## src/rtl/dmem_pkg.sv

```systemverilog
`default_nettype none
// ============================================================================
// Module      : dmem_pkg
// Description : Shared types and the byte-lane merge helper for dmem_responder.
// Revision    : 1.0 - initial release
// ============================================================================
package dmem_pkg;

  typedef enum logic [1:0] {
    IDLE   = 2'd0,
    WAIT   = 2'd1,
    ACCESS = 2'd2,
    RESP   = 2'd3
  } state_t;

  localparam int DMEM_DATA_W = 64;
  localparam int BE_W        = DMEM_DATA_W / 8;

  // Merge helper is sized for the widest supported word; callers cast in and out.
  localparam int MERGE_W    = 512;
  localparam int MERGE_BE_W = MERGE_W / 8;

  function automatic logic [MERGE_W-1:0] be_merge(
    input logic [MERGE_W-1:0]    old_word,
    input logic [MERGE_W-1:0]    new_word,
    input logic [MERGE_BE_W-1:0] be
  );
    logic [MERGE_W-1:0] merged;
    merged = old_word;
    for (int i = 0; i < MERGE_BE_W; i++) begin
      if (be[i]) merged[8*i +: 8] = new_word[8*i +: 8];
    end
    return merged;
  endfunction

endpackage
`default_nettype wire

```

## src/rtl/dmem_array.sv

```systemverilog
`default_nettype none
// ============================================================================
// Module      : dmem_array
// Description : DEPTH x DATA_W storage, byte-enabled sync write, sync read.
// Revision    : 1.0 - initial release
// ============================================================================
module dmem_array
  import dmem_pkg::*;
#(
  parameter int DATA_W = DMEM_DATA_W,
  parameter int ADDR_W = 5,
  parameter int DEPTH  = 32
) (
  input  logic                clk,
  input  logic                reset_n,
  input  logic                i_we,
  input  logic [ADDR_W-1:0]   i_waddr,
  input  logic [DATA_W-1:0]   i_wdata,
  input  logic [DATA_W/8-1:0] i_be,
  input  logic [ADDR_W-1:0]   i_raddr,
  output logic [DATA_W-1:0]   o_rdata
);

  logic [DATA_W-1:0] r_mem [DEPTH];
  logic [DATA_W-1:0] r_rdata;

  always_ff @(posedge clk) begin
    if (!reset_n) begin
      for (int i = 0; i < DEPTH; i++) r_mem[i] <= '0;
      r_rdata <= '0;
    end else begin
      if (i_we) begin
        r_mem[i_waddr] <= DATA_W'(be_merge(MERGE_W'(r_mem[i_waddr]),
                                           MERGE_W'(i_wdata),
                                           MERGE_BE_W'(i_be)));
      end
      r_rdata <= r_mem[i_raddr];
    end
  end

  assign o_rdata = r_rdata;

endmodule
`default_nettype wire

```

## src/rtl/dmem_responder.sv

```systemverilog
`default_nettype none
// ============================================================================
// Module      : dmem_responder
// Description : Handshaked multi-cycle data memory slave with byte-enabled stores.
// Revision    : 1.0 - initial release
// ============================================================================
module dmem_responder
  import dmem_pkg::*;
#(
  parameter int DATA_W  = DMEM_DATA_W,
  parameter int ADDR_W  = 5,
  parameter int DEPTH   = 32,
  parameter int LATENCY = 2
) (
  input  logic                clk,
  input  logic                reset_n,
  input  logic                req_valid,
  output logic                req_ready,
  input  logic                req_write,
  input  logic [ADDR_W-1:0]   req_addr,
  input  logic [DATA_W-1:0]   req_wdata,
  input  logic [DATA_W/8-1:0] req_be,
  output logic                resp_valid,
  input  logic                resp_ready,
  output logic [DATA_W-1:0]   resp_rdata,
  output logic                resp_err,
  output logic                busy
);

  localparam int CNT_W = $clog2(LATENCY) + 1;

  state_t              r_state;
  logic [CNT_W-1:0]    r_cnt;
  logic                r_write;
  logic [ADDR_W-1:0]   r_addr;
  logic [DATA_W-1:0]   r_wdata;
  logic [DATA_W/8-1:0] r_be;
  logic                r_req_ready;
  logic                r_resp_valid;
  logic [DATA_W-1:0]   r_resp_rdata;
  logic                r_resp_err;
  logic                r_busy;

  logic                w_in_range;
  logic                w_we;
  logic [ADDR_W-1:0]   w_raddr;
  logic [DATA_W-1:0]   w_rdata;

  generate
    if (DEPTH >= (1 << ADDR_W)) begin : g_full_range
      assign w_in_range = 1'b1;
    end else begin : g_partial_range
      assign w_in_range = ({1'b0, r_addr} < (ADDR_W+1)'(DEPTH));
    end
  endgenerate

  // The read port samples the live request address while idle so that the
  // word is already registered by ACCESS even when LATENCY is 1.
  assign w_raddr = (r_state == IDLE) ? req_addr : r_addr;
  assign w_we    = (r_state == ACCESS) && r_write && w_in_range;

  dmem_array #(
    .DATA_W (DATA_W),
    .ADDR_W (ADDR_W),
    .DEPTH  (DEPTH)
  ) u_array (
    .clk     (clk),
    .reset_n (reset_n),
    .i_we    (w_we),
    .i_waddr (r_addr),
    .i_wdata (r_wdata),
    .i_be    (r_be),
    .i_raddr (w_raddr),
    .o_rdata (w_rdata)
  );

  always_ff @(posedge clk) begin
    if (!reset_n) begin
      r_state      <= IDLE;
      r_cnt        <= '0;
      r_write      <= 1'b0;
      r_addr       <= '0;
      r_wdata      <= '0;
      r_be         <= '0;
      r_req_ready  <= 1'b1;
      r_resp_valid <= 1'b0;
      r_resp_rdata <= '0;
      r_resp_err   <= 1'b0;
      r_busy       <= 1'b0;
    end else begin
      case (r_state)
        IDLE: begin
          if (req_valid) begin
            r_write     <= req_write;
            r_addr      <= req_addr;
            r_wdata     <= req_wdata;
            r_be        <= req_be;
            r_req_ready <= 1'b0;
            r_busy      <= 1'b1;
            r_cnt       <= CNT_W'(LATENCY - 1);
            if (LATENCY == 1) r_state <= ACCESS;
            else              r_state <= WAIT;
          end
        end
        WAIT: begin
          r_cnt <= r_cnt - CNT_W'(1);
          if (r_cnt == CNT_W'(1)) r_state <= ACCESS;
        end
        ACCESS: begin
          r_resp_valid <= 1'b1;
          r_state      <= RESP;
          if (!w_in_range) begin
            r_resp_rdata <= '0;
            r_resp_err   <= 1'b1;
          end else if (r_write) begin
            r_resp_rdata <= '0;
          end else begin
            r_resp_rdata <= w_rdata;
          end
        end
        RESP: begin
          if (resp_ready) begin
            r_resp_valid <= 1'b0;
            r_resp_err   <= 1'b0;
            r_req_ready  <= 1'b1;
            r_busy       <= 1'b0;
            r_state      <= IDLE;
          end
        end
        default: r_state <= IDLE;
      endcase
    end
  end

  assign req_ready  = r_req_ready;
  assign resp_valid = r_resp_valid;
  assign resp_rdata = r_resp_rdata;
  assign resp_err   = r_resp_err;
  assign busy       = r_busy;

endmodule
`default_nettype wire

```

## config.mk

```make
export PLATFORM = sky130hd
export DESIGN_NAME = dmem_responder
export DESIGN_NICKNAME = d
export VERILOG_FILES = /design/src/rtl/dmem_pkg.sv /design/src/rtl/dmem_array.sv /design/src/rtl/dmem_responder.sv
export SDC_FILE = /design/constraint.sdc
export NUM_CORES = 2
export LEC_CHECK = 0
export CAP_MARGIN = 25
export CORE_MARGIN = 2
export CORE_UTILIZATION = 40
export CTS_BUF_LIST = sky130_fd_sc_hd__clkbuf_16
export DETAILED_ROUTE_END_ITERATION = 7
export PLACE_DENSITY = 0.56
export SLEW_MARGIN = 10
export SYNTH_ARGS = -nofsm -noshare
export SYNTH_HDL_FRONTEND = slang
export SYNTH_SLANG_ARGS = --single-unit
```

## constraint.sdc

```tcl
create_clock -name clk -period 4.2 [get_ports clk]
set_clock_uncertainty 0.15 [all_clocks]
set_input_delay 0.84 -clock clk [delete_from_list [all_inputs] [get_ports clk]]
set_output_delay 0.84 -clock clk [all_outputs]
set_load 0.05 [all_outputs]
```

==> impl_metrics.json <==
{
  "async_flop_share_pct": 0,
  "endpoint_kind": "flop",
  "cts-resized-gates": 0,
  "layout-drive-gt1-share_pct": 12.63,
  "final_cell_mix": "2090 x and2_1, 2048 x edfxtp_1, 937 x nand2_1",
  "coreArea_mm2": 0.2850,
  "instances_no_fill": 14760,
  "critPathMaxFanout": 33,
  "ant_nets": 0,
  "drt-total-wl_mm": 493.2,
  "globalRouteTotalUtil_pct": 32.83,
  "die_area_mm2": 0.2905,
  "p_clk_share_pct": 27.5,
  "dp_cells": 14230,
  "p_comb_share_pct": 37.9,
  "critPathArrivalTime_ns": 4.90,
  "finish.utilization_pct": 46.30,
  "start_util_pct": 40.18,
  "synth_area_mm2": 0.1145,
  "status": "finished with violations",
  "hpwl_mm": 321.1,
  "power_per_cell_area_mw_per_mm2": 618.7,
  "cp.required_ns": 4.87,
  "grt_pass1_vias": 87340,
  "cts_buffer_depth": 4,
  "min_period_over_period_pct": 100.7,
  "p_sw_uw": 34140,
  "die_height_um": 539.0,
  "clock_latency_ns": 0.93,
  "hold_class": "input port to flop",
  "fin_nets": 10840,
  "intPower_uw": 47490,
  "route.vias.total": 93610,
  "synth.avg_cell_area_um2": 10.84,
  "switching_share_pct": 41.83,
  "post_cts.repair.setup_buffers": 0,
  "drtIter0Drc": 14280,
  "pwr-share-seq_pct": 34.6,
  "rr_worst_depth": 10,
  "total_leakage_power_uw": 0.04677,
  "setup_viol": 1,
  "mostFrequentLayoutCell": "and2_1",
  "routedWlPerCell_um": 33.42,
  "start_kind": "flop",
  "synth_edf_count": 2048,
  "syn_to_final_growth_pct": 15.23,
  "finalHoldViolations": 0,
  "grt_start_max_net_pins": 130,
  "rsz0062_at_grt": "false",
  "viasPerCell": 6.343,
  "die_w_um": 539.0,
  "cts_hold_buf": 0,
  "cts_sinks": 2261,
  "min_period_ns": 4.231,
  "syn-num-nets": 10650,
  "grt_first_pass_wirelength_mm": 685.0,
  "drc": 0,
  "gr-total-overflow": 0,
  "ys_seq_area_share_pct": 57.44,
  "violations": "setup timing",
  "worstMarginPinSlew_ns": 1.159,
  "drv_cap": 0,
  "synth_ff_type": "edfxtp_1",
  "finalWorstSetupSlack_ns": -0.03061,
  "maxSlewHeadroom_pct": 22.46,
  "cts-root-buf": "clkbuf_16",
  "drt_first_pass_iters": 8,
  "htree_num_levels": 5,
  "portBuffers": 148,
  "cts_tree": "done",
  "hold_depth": 3,
  "fmax_ghz": 0.2364,
  "drv_slew": 0,
  "synth_seq_cells": 2261,
  "ir_drop_uv": 550.8,
  "synthCells": 10570,
  "yosys_warnings": 0,
  "synth_cell_types": 85,
  "num_rows": 196,
  "ios": 150,
  "crit_type": "flop to flop",
  "numCtsBuffers": 266,
  "clkSlewWorstSetupHoldPaths_ns": 0.06,
  "nFillCells": 25960,
  "antenna_found_initial": 62,
  "gp_congestion": 0.9573
}
[synth_stat cells, types with 97 or more instances]
| cell | instances | share of area (%) |
|---|---|---|
| a21boi_0 | 251 | 1.6 |
| clkbuf_1 | 498 | 1.6 |
| and2_1 | 2094 | 11 |
| dfxtp_1 | 213 | 3.7 |
| nor2_1 | 480 | 1.6 |
| o22ai_1 | 97 | 0.53 |
| nand2_1 | 960 | 3.1 |
| nor2b_1 | 190 | 1.0 |
| edfxtp_1 | 2048 | 54 |
| a21oi_1 | 645 | 2.8 |
| a31oi_1 | 177 | 0.97 |
| a211oi_1 | 594 | 3.9 |
| nand3_1 | 117 | 0.51 |
| o21ai_0 | 678 | 3.0 |
| buf_2 | 365 | 1.6 |
[logic make-up after synthesis]
group	Yosys count	synth area share (%)
AO/OA/AOI/OAI	3119	17.90
adder cells (fa/ha/maj)	6	0.06556
buffers and inverters	1015	4.121
flip-flops	2261	57.44
multiplexers	140	1.743
other	1	0.003275
AND/OR/NAND/NOR	4024	18.73
[area by class of cell]
cell class / instances / area (µm²) / share of cell area, %
Clock buffer: 273 / 6832 / 5.178
Sequential cell: 2261 / 65840 / 49.90
Inverter: 16 / 87.58 / 0.06638
Timing Repair Buffer: 914 / 8728 / 6.616
Multi-Input combinational cell: 7290 / 44300 / 33.57
Tap cell: 3762 / 4707 / 3.568
Antenna cell: 34 / 85.08 / 0.06449
Clock inverter: 208 / 1359 / 1.030
[flip-flops by register name, summed over array words and instances, names as in the netlist, 2 cells and up]
| register | flops |
|---|---|
| r_state | 2 |
| r_addr | 5 |
| resp_rdata | 64 |
| u_array.o_rdata | 64 |
| r_be | 8 |
| u_array.r_mem | 2048 |
| r_cnt | 2 |
| r_wdata | 64 |
[critical path: stages (launching register included)]
cell	delay [ns]
dfxtp_1	0.34
inv_1	0.19
ha_4	0.44
buf_4	0.29
mux2_8	0.40
buf_12	0.32
buf_4	0.22
nand2_1	0.06
o32ai_1	0.93
a221oi_1	0.48
o211ai_1	0.27
[layer usage]
metal / track usage, % / part of all wire [%]
met1: 44.75 / 39
met2: 48.37 / 43
met3: 9.375 / 13
met4: 14.67 / 5.0
met5: 0 / 0.032
[worst paths after layout]
check | start | to | slack [ns]
setup / recovery | r_state[0] | u_array.o_rdata[59] | -0.03
hold / removal | reset_n | r_wdata[57] | 0.26
setup reg to reg | r_state[0] | u_array.o_rdata[59] | -0.03
hold reg to reg | r_wdata[23] | r_wdata[23] | 0.31
[metrics by stage]
stage	area, µm²	TNS, ns	worst slack (ns)	hold WS, ns	power [µW]
floorplan	114500	0	1.382	0.2937	43140
global placement	123400	-0.04207	-0.04207	0.3074	58070
detailed placement	123600	-0.05928	-0.04572	0.3100	58350
CTS	131800	0	0.1730	0.2302	80500
global route	131900	0	0.06150	0.2645	83320
finish	131900	-0.03061	-0.03061	0.2562	81630
[power groups by stage]
stage	Clock, µW	Combinational (µW)	Sequential (µW)
floorplan	0	16400	26700
global placement	0	29500	28500
detailed placement	0	29800	28500
CTS	22500	29900	28100
global route	23400	31700	28300
finish	22400	30900	28300
(Power assumes the default switching activity.)
